$ cat src/rtl/stream_align.sv
// stream_align: joins NUM_CH coordinate-tagged pixel streams.
// Each channel has its own FIFO that absorbs skew between channels.
// The FIFO heads are compared by their {y,x} key, and stale or orphaned
// heads are dropped. When every head carries the same key, one aligned
// tuple is registered toward a valid/ready consumer.
//
// Parameters:
//   NUM_CH     - number of input streams, 2..4
//   DATA_W     - payload bits per sample per channel
//   FIFO_DEPTH - entries per channel FIFO, power of two, >= 4
//   CNT_W      - width of the saturating drop counter
module stream_align #(
  parameter int NUM_CH     = 2,
  parameter int DATA_W     = 72,
  parameter int FIFO_DEPTH = 16,
  parameter int CNT_W      = 16
) (
  input  logic                     clk,
  input  logic                     reset,
  input  logic [NUM_CH*DATA_W-1:0] in_val,
  input  logic [NUM_CH*10-1:0]     in_x,
  input  logic [NUM_CH*10-1:0]     in_y,
  input  logic [NUM_CH-1:0]        is_in_val,
  input  logic                     out_rdy,
  output logic [NUM_CH*DATA_W-1:0] out_val,
  output logic [9:0]               out_x,
  output logic [9:0]               out_y,
  output logic                     is_out_val,
  output logic [NUM_CH-1:0]        overflow,
  output logic [CNT_W-1:0]         drop_cnt
);

  localparam int AW    = $clog2(FIFO_DEPTH);
  localparam int KEY_W = 20;
  localparam int ENT_W = DATA_W + KEY_W;
  localparam int NCW   = $clog2(NUM_CH + 1);
  localparam logic [AW:0] PTR_ONE = (AW+1)'(1);

  // FIFO storage: each entry is {y, x, data}, so the key sits just above the payload
  logic [ENT_W-1:0] mem_q [NUM_CH][FIFO_DEPTH];

  // Pointers carry one extra wrap bit so that full and empty can be told apart.
  // vis_ptr_q is the write pointer as the read side sees it, one cycle late.
  // A new entry therefore reaches the head compare on the cycle after it is written.
  logic [NUM_CH-1:0][AW:0] wr_ptr_q, wr_ptr_d;
  logic [NUM_CH-1:0][AW:0] rd_ptr_q, rd_ptr_d;
  logic [NUM_CH-1:0][AW:0] vis_ptr_q;

  logic [NUM_CH-1:0]        ovf_q, ovf_d;
  logic [CNT_W-1:0]         drop_q, drop_d;
  logic                     out_vld_q, out_vld_d;
  logic [NUM_CH*DATA_W-1:0] out_data_q, out_data_d;
  logic [9:0]               out_x_q, out_x_d;
  logic [9:0]               out_y_q, out_y_d;

  // Head view of every FIFO
  logic [NUM_CH-1:0][ENT_W-1:0] head_ent;
  logic [NUM_CH-1:0][KEY_W-1:0] head_key;
  logic [NUM_CH-1:0]            head_empty;
  logic [NUM_CH-1:0]            fifo_full;

  // Alignment decision
  logic              all_valid;
  logic              all_equal;
  logic              zero_seen;
  logic              nz_seen;
  logic              frame_start;
  logic              discard;
  logic              match;
  logic              load;
  logic [KEY_W-1:0]  max_key;
  logic [NUM_CH-1:0] drop_pop;
  logic [NUM_CH-1:0] pop;
  logic [NUM_CH-1:0] push_ok;
  logic [NCW-1:0]    drop_n;
  logic [CNT_W:0]    drop_sum;

  // Decode each FIFO's head entry, key, empty flag and full flag
  always_comb begin
    // NOTE: every combinational output gets a default before any conditional
    //       logic, so no path through the block leaves a value unassigned.
    //       An unassigned path would infer a latch.
    head_ent   = '0;
    head_key   = '0;
    head_empty = '0;
    fifo_full  = '0;
    for (int c = 0; c < NUM_CH; c++) begin
      head_ent[c]   = mem_q[c][rd_ptr_q[c][AW-1:0]];
      head_key[c]   = head_ent[c][DATA_W +: KEY_W];
      head_empty[c] = (rd_ptr_q[c] == vis_ptr_q[c]);
      fifo_full[c]  = (wr_ptr_q[c][AW] != rd_ptr_q[c][AW]) &&
                      (wr_ptr_q[c][AW-1:0] == rd_ptr_q[c][AW-1:0]);
    end
  end

  // Compare head keys and decide between frame-start flush, discard and match
  always_comb begin
    // NOTE: combinational blocks use blocking '=' so that later lines see the
    //       values just computed. Clocked blocks use '<=' only.
    all_valid = 1'b1;
    all_equal = 1'b1;
    zero_seen = 1'b0;
    nz_seen   = 1'b0;
    max_key   = '0;
    drop_pop  = '0;
    for (int c = 0; c < NUM_CH; c++) begin
      all_valid = all_valid & ~head_empty[c];
      zero_seen = zero_seen | (~head_empty[c] & (head_key[c] == '0));
      nz_seen   = nz_seen   | (~head_empty[c] & (head_key[c] != '0));
      if (head_key[c] != head_key[0]) all_equal = 1'b0;
      if (!head_empty[c] && head_key[c] > max_key) max_key = head_key[c];
    end
    // A zero key next to a non-zero key means a new frame has begun on some
    // channel. The non-zero heads belong to the previous frame.
    frame_start = zero_seen & nz_seen;
    discard     = ~frame_start & all_valid & ~all_equal;
    match       = all_valid & all_equal;
    load        = match & (~out_vld_q | out_rdy);
    for (int c = 0; c < NUM_CH; c++) begin
      if (frame_start) drop_pop[c] = ~head_empty[c] & (head_key[c] != '0);
      else if (discard) drop_pop[c] = (head_key[c] < max_key);
    end
  end

  // FIFO pointer updates, overflow flags and the saturating drop counter
  always_comb begin
    pop      = '0;
    push_ok  = '0;
    wr_ptr_d = wr_ptr_q;
    rd_ptr_d = rd_ptr_q;
    ovf_d    = ovf_q;
    drop_n   = '0;
    for (int c = 0; c < NUM_CH; c++) begin
      pop[c]     = drop_pop[c] | load;
      // A full FIFO still takes the write when its head leaves this cycle.
      push_ok[c] = is_in_val[c] & (~fifo_full[c] | pop[c]);
      if (push_ok[c]) wr_ptr_d[c] = wr_ptr_q[c] + PTR_ONE;
      if (pop[c])     rd_ptr_d[c] = rd_ptr_q[c] + PTR_ONE;
      if (is_in_val[c] && fifo_full[c] && !pop[c]) ovf_d[c] = 1'b1;
      if (drop_pop[c]) drop_n = drop_n + NCW'(1);
    end
    drop_sum = {1'b0, drop_q} + (CNT_W+1)'(drop_n);
    drop_d   = drop_sum[CNT_W] ? '1 : drop_sum[CNT_W-1:0];
  end

  // Output register: load on match, hold under backpressure, clear when drained
  always_comb begin
    out_vld_d  = out_vld_q;
    out_data_d = out_data_q;
    out_x_d    = out_x_q;
    out_y_d    = out_y_q;
    if (load) begin
      out_vld_d = 1'b1;
      out_x_d   = head_key[0][9:0];
      out_y_d   = head_key[0][19:10];
      for (int c = 0; c < NUM_CH; c++) begin
        out_data_d[c*DATA_W +: DATA_W] = head_ent[c][DATA_W-1:0];
      end
    end else if (out_vld_q && out_rdy) begin
      out_vld_d = 1'b0;
    end
  end

  // Control state: pointers, flags, counter and output register
  always_ff @(posedge clk or negedge reset) begin
    if (!reset) begin
      wr_ptr_q   <= '0;
      rd_ptr_q   <= '0;
      vis_ptr_q  <= '0;
      ovf_q      <= '0;
      drop_q     <= '0;
      out_vld_q  <= 1'b0;
      out_data_q <= '0;
      out_x_q    <= '0;
      out_y_q    <= '0;
    end else begin
      wr_ptr_q   <= wr_ptr_d;
      rd_ptr_q   <= rd_ptr_d;
      vis_ptr_q  <= wr_ptr_q;
      ovf_q      <= ovf_d;
      drop_q     <= drop_d;
      out_vld_q  <= out_vld_d;
      out_data_q <= out_data_d;
      out_x_q    <= out_x_d;
      out_y_q    <= out_y_d;
    end
  end

  // FIFO storage write port
  // NOTE: the storage array has no reset. Resetting the pointers already
  //       empties every FIFO, and a memory without reset can map onto RAM.
  always_ff @(posedge clk) begin
    for (int c = 0; c < NUM_CH; c++) begin
      if (push_ok[c]) begin
        mem_q[c][wr_ptr_q[c][AW-1:0]] <= {in_y[c*10 +: 10], in_x[c*10 +: 10],
                                          in_val[c*DATA_W +: DATA_W]};
      end
    end
  end

  assign out_val    = out_data_q;
  assign out_x      = out_x_q;
  assign out_y      = out_y_q;
  assign is_out_val = out_vld_q;
  assign overflow   = ovf_q;
  assign drop_cnt   = drop_q;

endmodule

$ cat config.mk
export PLATFORM = sky130hd
export DESIGN_NAME = stream_align
export DESIGN_NICKNAME = d
export VERILOG_FILES = /design/src/rtl/stream_align.sv
export SDC_FILE = /design/constraint.sdc
export NUM_CORES = 2
export LEC_CHECK = 0
export BUFFER_PORTS_ARGS = -buffer_cell sky130_fd_sc_hd__buf_2
export CORE_MARGIN = 2
export CORE_UTILIZATION = 40
export DETAILED_ROUTE_END_ITERATION = 7
export HOLD_SLACK_MARGIN = 0.1
export MAX_ROUTING_LAYER = met4
export PLACE_DENSITY = 0.53
export SLEW_MARGIN = 20
export SYNTH_ARGS = -nofsm -noshare
export SYNTH_HDL_FRONTEND = slang
export SYNTH_SLANG_ARGS = --single-unit
$ cat constraint.sdc
create_clock -name clk -period 19.6 [get_ports clk]
set_input_delay 2.94 -clock clk [delete_from_list [all_inputs] [get_ports clk]]
set_output_delay 2.94 -clock clk [all_outputs]
set_load 0.1 [all_outputs]
[Word-level counts from Yosys, hierarchy flattened]
Memories as Yosys holds them, arrays and structs flattened.
Cells that the tools add are included.
Storage, ports and cells
  memories kept: 1
  output and inout bits: 183
  word-level logic and storage cells: 112
  bits in writable memories: 2944
  input bits: 189
  latch bits: 0
  flip-flop bits (word level): 213
  memory bits (read-only): 0
Memories
  mem_q: words 2, width 1472, rd ports 2, clocked after Yosys merged registers in 0, wr ports 2, RTL line 40  | logic [ENT_W-1:0] mem_q [NUM_CH][FIFO_DEPTH];
Operators by class
  eq/ne operators: 7
  mux-type cells: 26
  bitwise logic cells: 29
  reduce and logical (&&, ||, !) cells: 20
  $mul: 0
  $lt $le $gt $ge: 10
  add/subtract/negate cells: 6
  div/mod/pow operators: 0
  shift-type cells: 0
Operators with widths (count)
  1472-bit 2-to-1 mux: 2
  92-bit binary-select mux with 4-bit select: 2
  92-bit demux with 4-bit select: 2
  92-bit 2-to-1 mux: 6
  20-bit logical NOT: 2
  20-bit < comparator: 2
  20-bit 2-to-1 mux: 2
  20-bit nonzero test: 2
  5-bit by 1-bit adder with 5-bit output (second input constant): 4
  5-bit greater-or-equal comparator (second input constant): 4
  20-bit by 1-bit > comparator with 1-bit output (second input constant): 1
  20-bit > comparator: 1
  20-bit != test: 1
  4-bit NOT with 5-bit output: 4
  16-bit by 2-bit adder with 17-bit output: 1
  16-bit 2-to-1 mux: 1
  1-bit AND: 12
  1-bit logical AND: 11
  5-bit equality test: 2
  5-bit by 1-bit < comparator with 1-bit output (second input constant): 2
  1-bit 2-to-1 mux: 10
  4-bit equality test: 2
  1-bit bitwise OR: 7
  1-bit NOT: 6
  other kinds (5): 9

[Logic depth before layout (Yosys ltp)]
  depth in word-level cells: 18
  gate-level depth with buffers: 43
  mapped depth without buffers: 36

[Worst setup path after synthesis]
No wires, ideal clock.
  path kind: reg-to-reg
  start: register rd_ptr_q[2] in the netlist's numbering
  end: memory mem_q[0][1840] in the netlist's numbering (enable)
  stages on the path, launching flop included: 37
  required time: 18.798 ns
  buffers on the path: 9
  library setup time: 0.802 ns
  arrival: 16.093 ns
  clock period less this slack: 16.895 ns
  slack: 2.705 ns
  path through: dfrtp_1 > buf_2 > buf_4 > buf_2 > buf_4 > buf_2 > buf_1 > mux2i_1 > nand3_1 > a31oi_1 > nand4_1 > a211o_1 > nand2_1 > clkinv_1 > nand2_1 > ha_1 > nand4_1 > nor4_1 > a21boi_0 > nand4b_1 > and2_1 > clkbuf_1 > clkbuf_1 > nand2_1 > o21a_1 > ha_1 > a21o_1 > a21oi_1 > nor2b_1 > o311ai_0 > a31o_2 > o22ai_1 > mux2i_1 > o2111ai_1 > a21bo_2 > buf_2 > nor4b_1
RTL lines
  start, declared: RTL line 46  | logic [NUM_CH-1:0][AW:0] rd_ptr_q, rd_ptr_d;
  start signal, assigned: RTL line 178  | rd_ptr_q <= rd_ptr_d;
  end, declared: RTL line 40

==> flow_results.org <==
** Route
- After detailed routing, the number of vias per cell comes to 5.57.
- Number of nets with antenna violations after detailed routing :: 0
- Routed Wire Length :: 315 mm
- Count of vias placed by the detailed router :: 58.1k
- Wire length per cell :: 30.2 um
- After the first detailed-routing iteration, the DRC count stood at 5043.
- In the routed design, unresolved DRC markers number 0.
- Length of the first detailed-routing pass in iterations :: 5

** Placement
- The HPWL after detailed placement is 179 mm.
- Before CTS, the worst setup slack after placement is 6.92 ns.
- GP Congestion :: 0.821
- IO Port Bufs :: 371

** Timing
- Measured against its own limit, the worst slew margin works out to 24.0%.
- Setup violations remaining at the end of the flow were counted as 0.
- For the finished layout, the period the worst path requires is 12.65 ns.
- Highest clock rate :: 79.1 MHz
- Count of final hold-check violations :: 0
- Worst hold slack :: 0.456 ns
- Setup repair after global routing left no endpoint under its margin.
- For the pin with the worst max-slew slack, the measured transition is 1.14 ns.
- The count of final max-slew check failures came to 0.
- Final worst-path setup slack :: 6.95 ns
- Dividing the final minimum period by the clock period gives 64.5%.
- Clock Skew :: 0.0674 ns
- For the final routed database, the setup TNS stands at 0 ns.

** Global routing
- Global routing used 34.5% of the available met2 tracks.
- The layer flagged by global routing as most heavily used is met2.
- Number of antenna violations at the first check in global routing :: 84
- GR Layer Usage met1 :: 27.6%
- Wire length of the first global-routing pass :: 454 mm
- Global routing consumed, on the met3 layer, 3.48% of the routing resources.
- Maximum number of pins on one net before global-route repair :: 133
- Remaining global-route overflow :: 0
- The number of global-route vias before repair is 61.0k.
- Tot GR Track Use :: 20.9%

** Clock tree
- After clock tree synthesis, the setup repair step added 0 buffers.
- The H-tree was split into 5 levels.
- Number of clock sinks seen by CTS :: 3157
- In this run, post-CTS hold repair placed 0 buffers.
- Gates resized during post-CTS repair numbered 0.
- Reg clk slew, reported paths :: 0.06 ns
- Number of buffers inserted during clock tree synthesis :: 342
- TritonCTS built the clock tree.
- Worst-skew pair later-pin latency :: 0.92 ns
- Master cell of the clock root buffer :: sky130_fd_sc_hd__clkbuf_16
- Clock buffer depth :: 4

** Flow run
- Max-cap violations :: 0

** Synthesis
- Synthesized netlist net count :: 5819
- Share of synthesized registers carrying an async set or reset :: 6.75%
- Area share of the leading cell type in the synthesized netlist :: 72.5%
- Number of enable-type register cells in the synthesized netlist :: 2944
- Warning count from the yosys run :: 0
- Mean Syn Cell Area :: 21.9 sq um
- Flip-flop and latch count after synthesis :: 3157
- Among all flip-flop cells after synthesis, the most frequent one is sky130_fd_sc_hd__edfxtp_1.
- Cell types occupying the most area after synthesis :: sky130_fd_sc_hd__edfxtp_1 73%, sky130_fd_sc_hd__mux4_2 16%, sky130_fd_sc_hd__dfrtp_1 4.4%, sky130_fd_sc_hd__nand2_1 1.8%, sky130_fd_sc_hd__ha_1 0.69%
- Synthesis produced a netlist whose cell count is 5562.
- Share of synthesized area occupied by flip-flops and latches :: 76.9%
- Post-synthesis cell type count :: 64
- The mapped netlist covers 122000 sq um.
- Summed over all instances, the cell type with the most area after synthesis is sky130_fd_sc_hd__edfxtp_1.

** Die
- Die Y-Extent :: 556 um
- After floorplanning, the core was sized to cover 303000 sq um.
- Once the floorplan was initialized, standard cells occupied 40.2% of the core.
- The floorplan has 202 rows.
- During I/O placement, the number of pins put on the boundary was 372.
- Die Outline Area :: 309000 sq um
- Horiz. Die Dim :: 556 um

** Pwr
- For this design the static power due to leakage is 46.9 nW.
- The completed layout was analyzed and its total power is 21.7 mW.
- For this design the total switching power over the nets is 6.79 mW.
- Worst IR Drop VDD :: 0.185 mV
- Of the total power, the share spent switching nets is 31.3%.
- Clock network power share :: 30.3%
- Power per Cell Area :: 154 nW/um^2
- Per report_power, the combinational group accounts for 31.0% of the total.
- The internal power of the cells totals 14.9 mW.
- Registers are responsible for 38.7% of the overall power.

** Critical path
- Crit path max-delay cell type :: sky130_fd_sc_hd__buf_4
- The number of buffers and inverters on the critical path is 6.
- Of all nets on the critical path, the largest fanout is 127.
- Data arrives at the worst endpoint at 13.14 ns.
- In this design, the largest share of critical-path delay is due to buffers and inverters.
- Largest stage delay on the critical path :: 0.91 ns
- Worst reg2reg path depth :: 34
- Critical path data required time :: 20.09 ns
- Kind of critical path :: reg -> reg
- The worst register-to-register path begins at rd_ptr_q[2].
- The setup check on the worst reg-to-reg path leaves a slack of 6.95 ns.
- The worst setup path is launched from a flip-flop.
- Endpoint of the worst-slack reg-to-reg timing path :: mem_q[0][119]
- In this design, the critical path's most frequently occurring cell is sky130_fd_sc_hd__buf_4.
- STA classifies the critical path endpoint as a flip-flop.

** Status
- The run finished with clean final reports.

** Layout
- Number of nets in the finished design :: 6370
- Area added between synthesis and finish :: 15.2%
- In the layout the commonest cells are 2944 x sky130_fd_sc_hd__edfxtp_1, 873 x sky130_fd_sc_hd__mux4_2, 576 x sky130_fd_sc_hd__nand2_1.
- Final standard cell utilization of the core :: 46.4%
- The filler cells instantiated in the layout total 25.2k.
- Fraction of layout cells with a size suffix above 1 :: 30.4%
- Leading cell type in the layout, fill and taps excluded :: sky130_fd_sc_hd__edfxtp_1

** Hold path
- The min-delay analysis places its worst path in the category reg -> reg.
- For hold timing, the worst endpoint is vis_ptr_q[9].
- Worst hold path stage count :: 0
- In this run the most critical hold path is launched from wr_ptr_q[9].
worst max path at each step:
stage,startpoint,endpoint,depth (start not counted)
finish,rd_ptr_q[2],mem_q[0][119],34
global route,rd_ptr_q[0],mem_q[0][119],34
CTS,rd_ptr_q[0],mem_q[0][2926],32
detailed placement,rd_ptr_q[0],mem_q[0][129],35
global placement,rd_ptr_q[0],mem_q[0][2936],31
floorplan,rd_ptr_q[2],mem_q[0][1840],36
power groups by stage:
stage / Combinational [mW] / Sequential [mW] / Clock [mW]
6_report: 6.72 / 8.40 / 6.56
3_5_place_dp: 6.85 / 8.55 / 0
2_1_floorplan: 4.71 / 8.47 / 0
5_1_grt: 7.24 / 8.46 / 6.97
3_3_place_gp: 6.90 / 8.53 / 0
4_1_cts: 6.87 / 8.41 / 6.71
stage by stage:
step | instance area (sq um) | instances
2_1_floorplan | 122000 | 5562
3_3_place_gp | 129000 | 9747
3_5_place_dp | 129000 | 9747
4_1_cts | 140000 | 10376
5_1_grt | 140000 | 10415
6_report | 140000 | 10423
registers in the layout (all words and copies together) (netlist names):
register,flops
overflow,2
rd_ptr_q,10
out_x,10
is_out_val,1
wr_ptr_q,10
vis_ptr_q,10
out_y,10
drop_cnt,16
out_val,144
mem_q,2944
worst register-to-register path, delay by kind of cell (launching register included):
kind / cells / cell delay (ns)
buf+inv: 6 / 3.86
compound gates: 14 / 3.36
simple gates: 11 / 3.20
mux: 1 / 0.44
fa+ha+maj: 2 / 0.42
flops: 1 / 0.89
per-layer routing:
metal | part of all wire [%] | vias up
met4 | 1.9 | 0
met1 | 42 | 31698
met5 | 0 | -
met2 | 51 | 1669
met3 | 5.5 | 438
li1 | - | 24278
cell usage after synthesis, types with 13 or more instances:
| cell type | number |
|---|---|
| sky130_fd_sc_hd__a21o_1 | 14 |
| sky130_fd_sc_hd__a21oi_1 | 51 |
| sky130_fd_sc_hd__a22oi_1 | 37 |
| sky130_fd_sc_hd__and3_1 | 34 |
| sky130_fd_sc_hd__buf_1 | 47 |
| sky130_fd_sc_hd__buf_2 | 36 |
| sky130_fd_sc_hd__clkbuf_1 | 182 |
| sky130_fd_sc_hd__dfrtp_1 | 213 |
| sky130_fd_sc_hd__edfxtp_1 | 2944 |
| sky130_fd_sc_hd__ha_1 | 67 |
| sky130_fd_sc_hd__inv_1 | 18 |
| sky130_fd_sc_hd__mux2_2 | 35 |
| sky130_fd_sc_hd__mux2i_1 | 83 |
| sky130_fd_sc_hd__mux4_2 | 873 |
| sky130_fd_sc_hd__nand2_1 | 576 |
| sky130_fd_sc_hd__nand3_1 | 34 |
| sky130_fd_sc_hd__nand4_1 | 22 |
| sky130_fd_sc_hd__nor2_1 | 45 |
| sky130_fd_sc_hd__nor2b_1 | 23 |
| sky130_fd_sc_hd__nor3_1 | 18 |
| sky130_fd_sc_hd__nor4_1 | 13 |
| sky130_fd_sc_hd__o21a_1 | 13 |
| sky130_fd_sc_hd__o21ai_0 | 22 |
| sky130_fd_sc_hd__xnor2_1 | 26 |
| sky130_fd_sc_hd__xor2_1 | 29 |
final cells by class:
type                    count  area, sq um  area share, %
inverters                  19         78.8         0.0561
well taps                3978         4980           3.54
diodes                     47          118         0.0837
clock inverters           185         2210           1.58
repair buffers            485         2820           2.01
clock buffers             444         9330           6.64
flip-flops and latches   3157        93800           66.7
multi-input cells        2108        27200           19.3
cell families (layout without fill, tap and decap cells):
group | after synthesis | in the layout | share of synthesized area (%)
other | 0 | 47 | 0
adders and majority gates | 68 | 68 | 0.704
and+or+nand+nor | 793 | 793 | 2.76
AOI/OAI and AO/OA | 200 | 200 | 1.11
muxes | 991 | 991 | 17.1
xor gates and xnor gates | 56 | 56 | 0.408
DFF | 3157 | 3157 | 76.9
buffers and inverters | 297 | 1133 | 1.01
No activity file was read; power rests on OpenSTA's default activity.
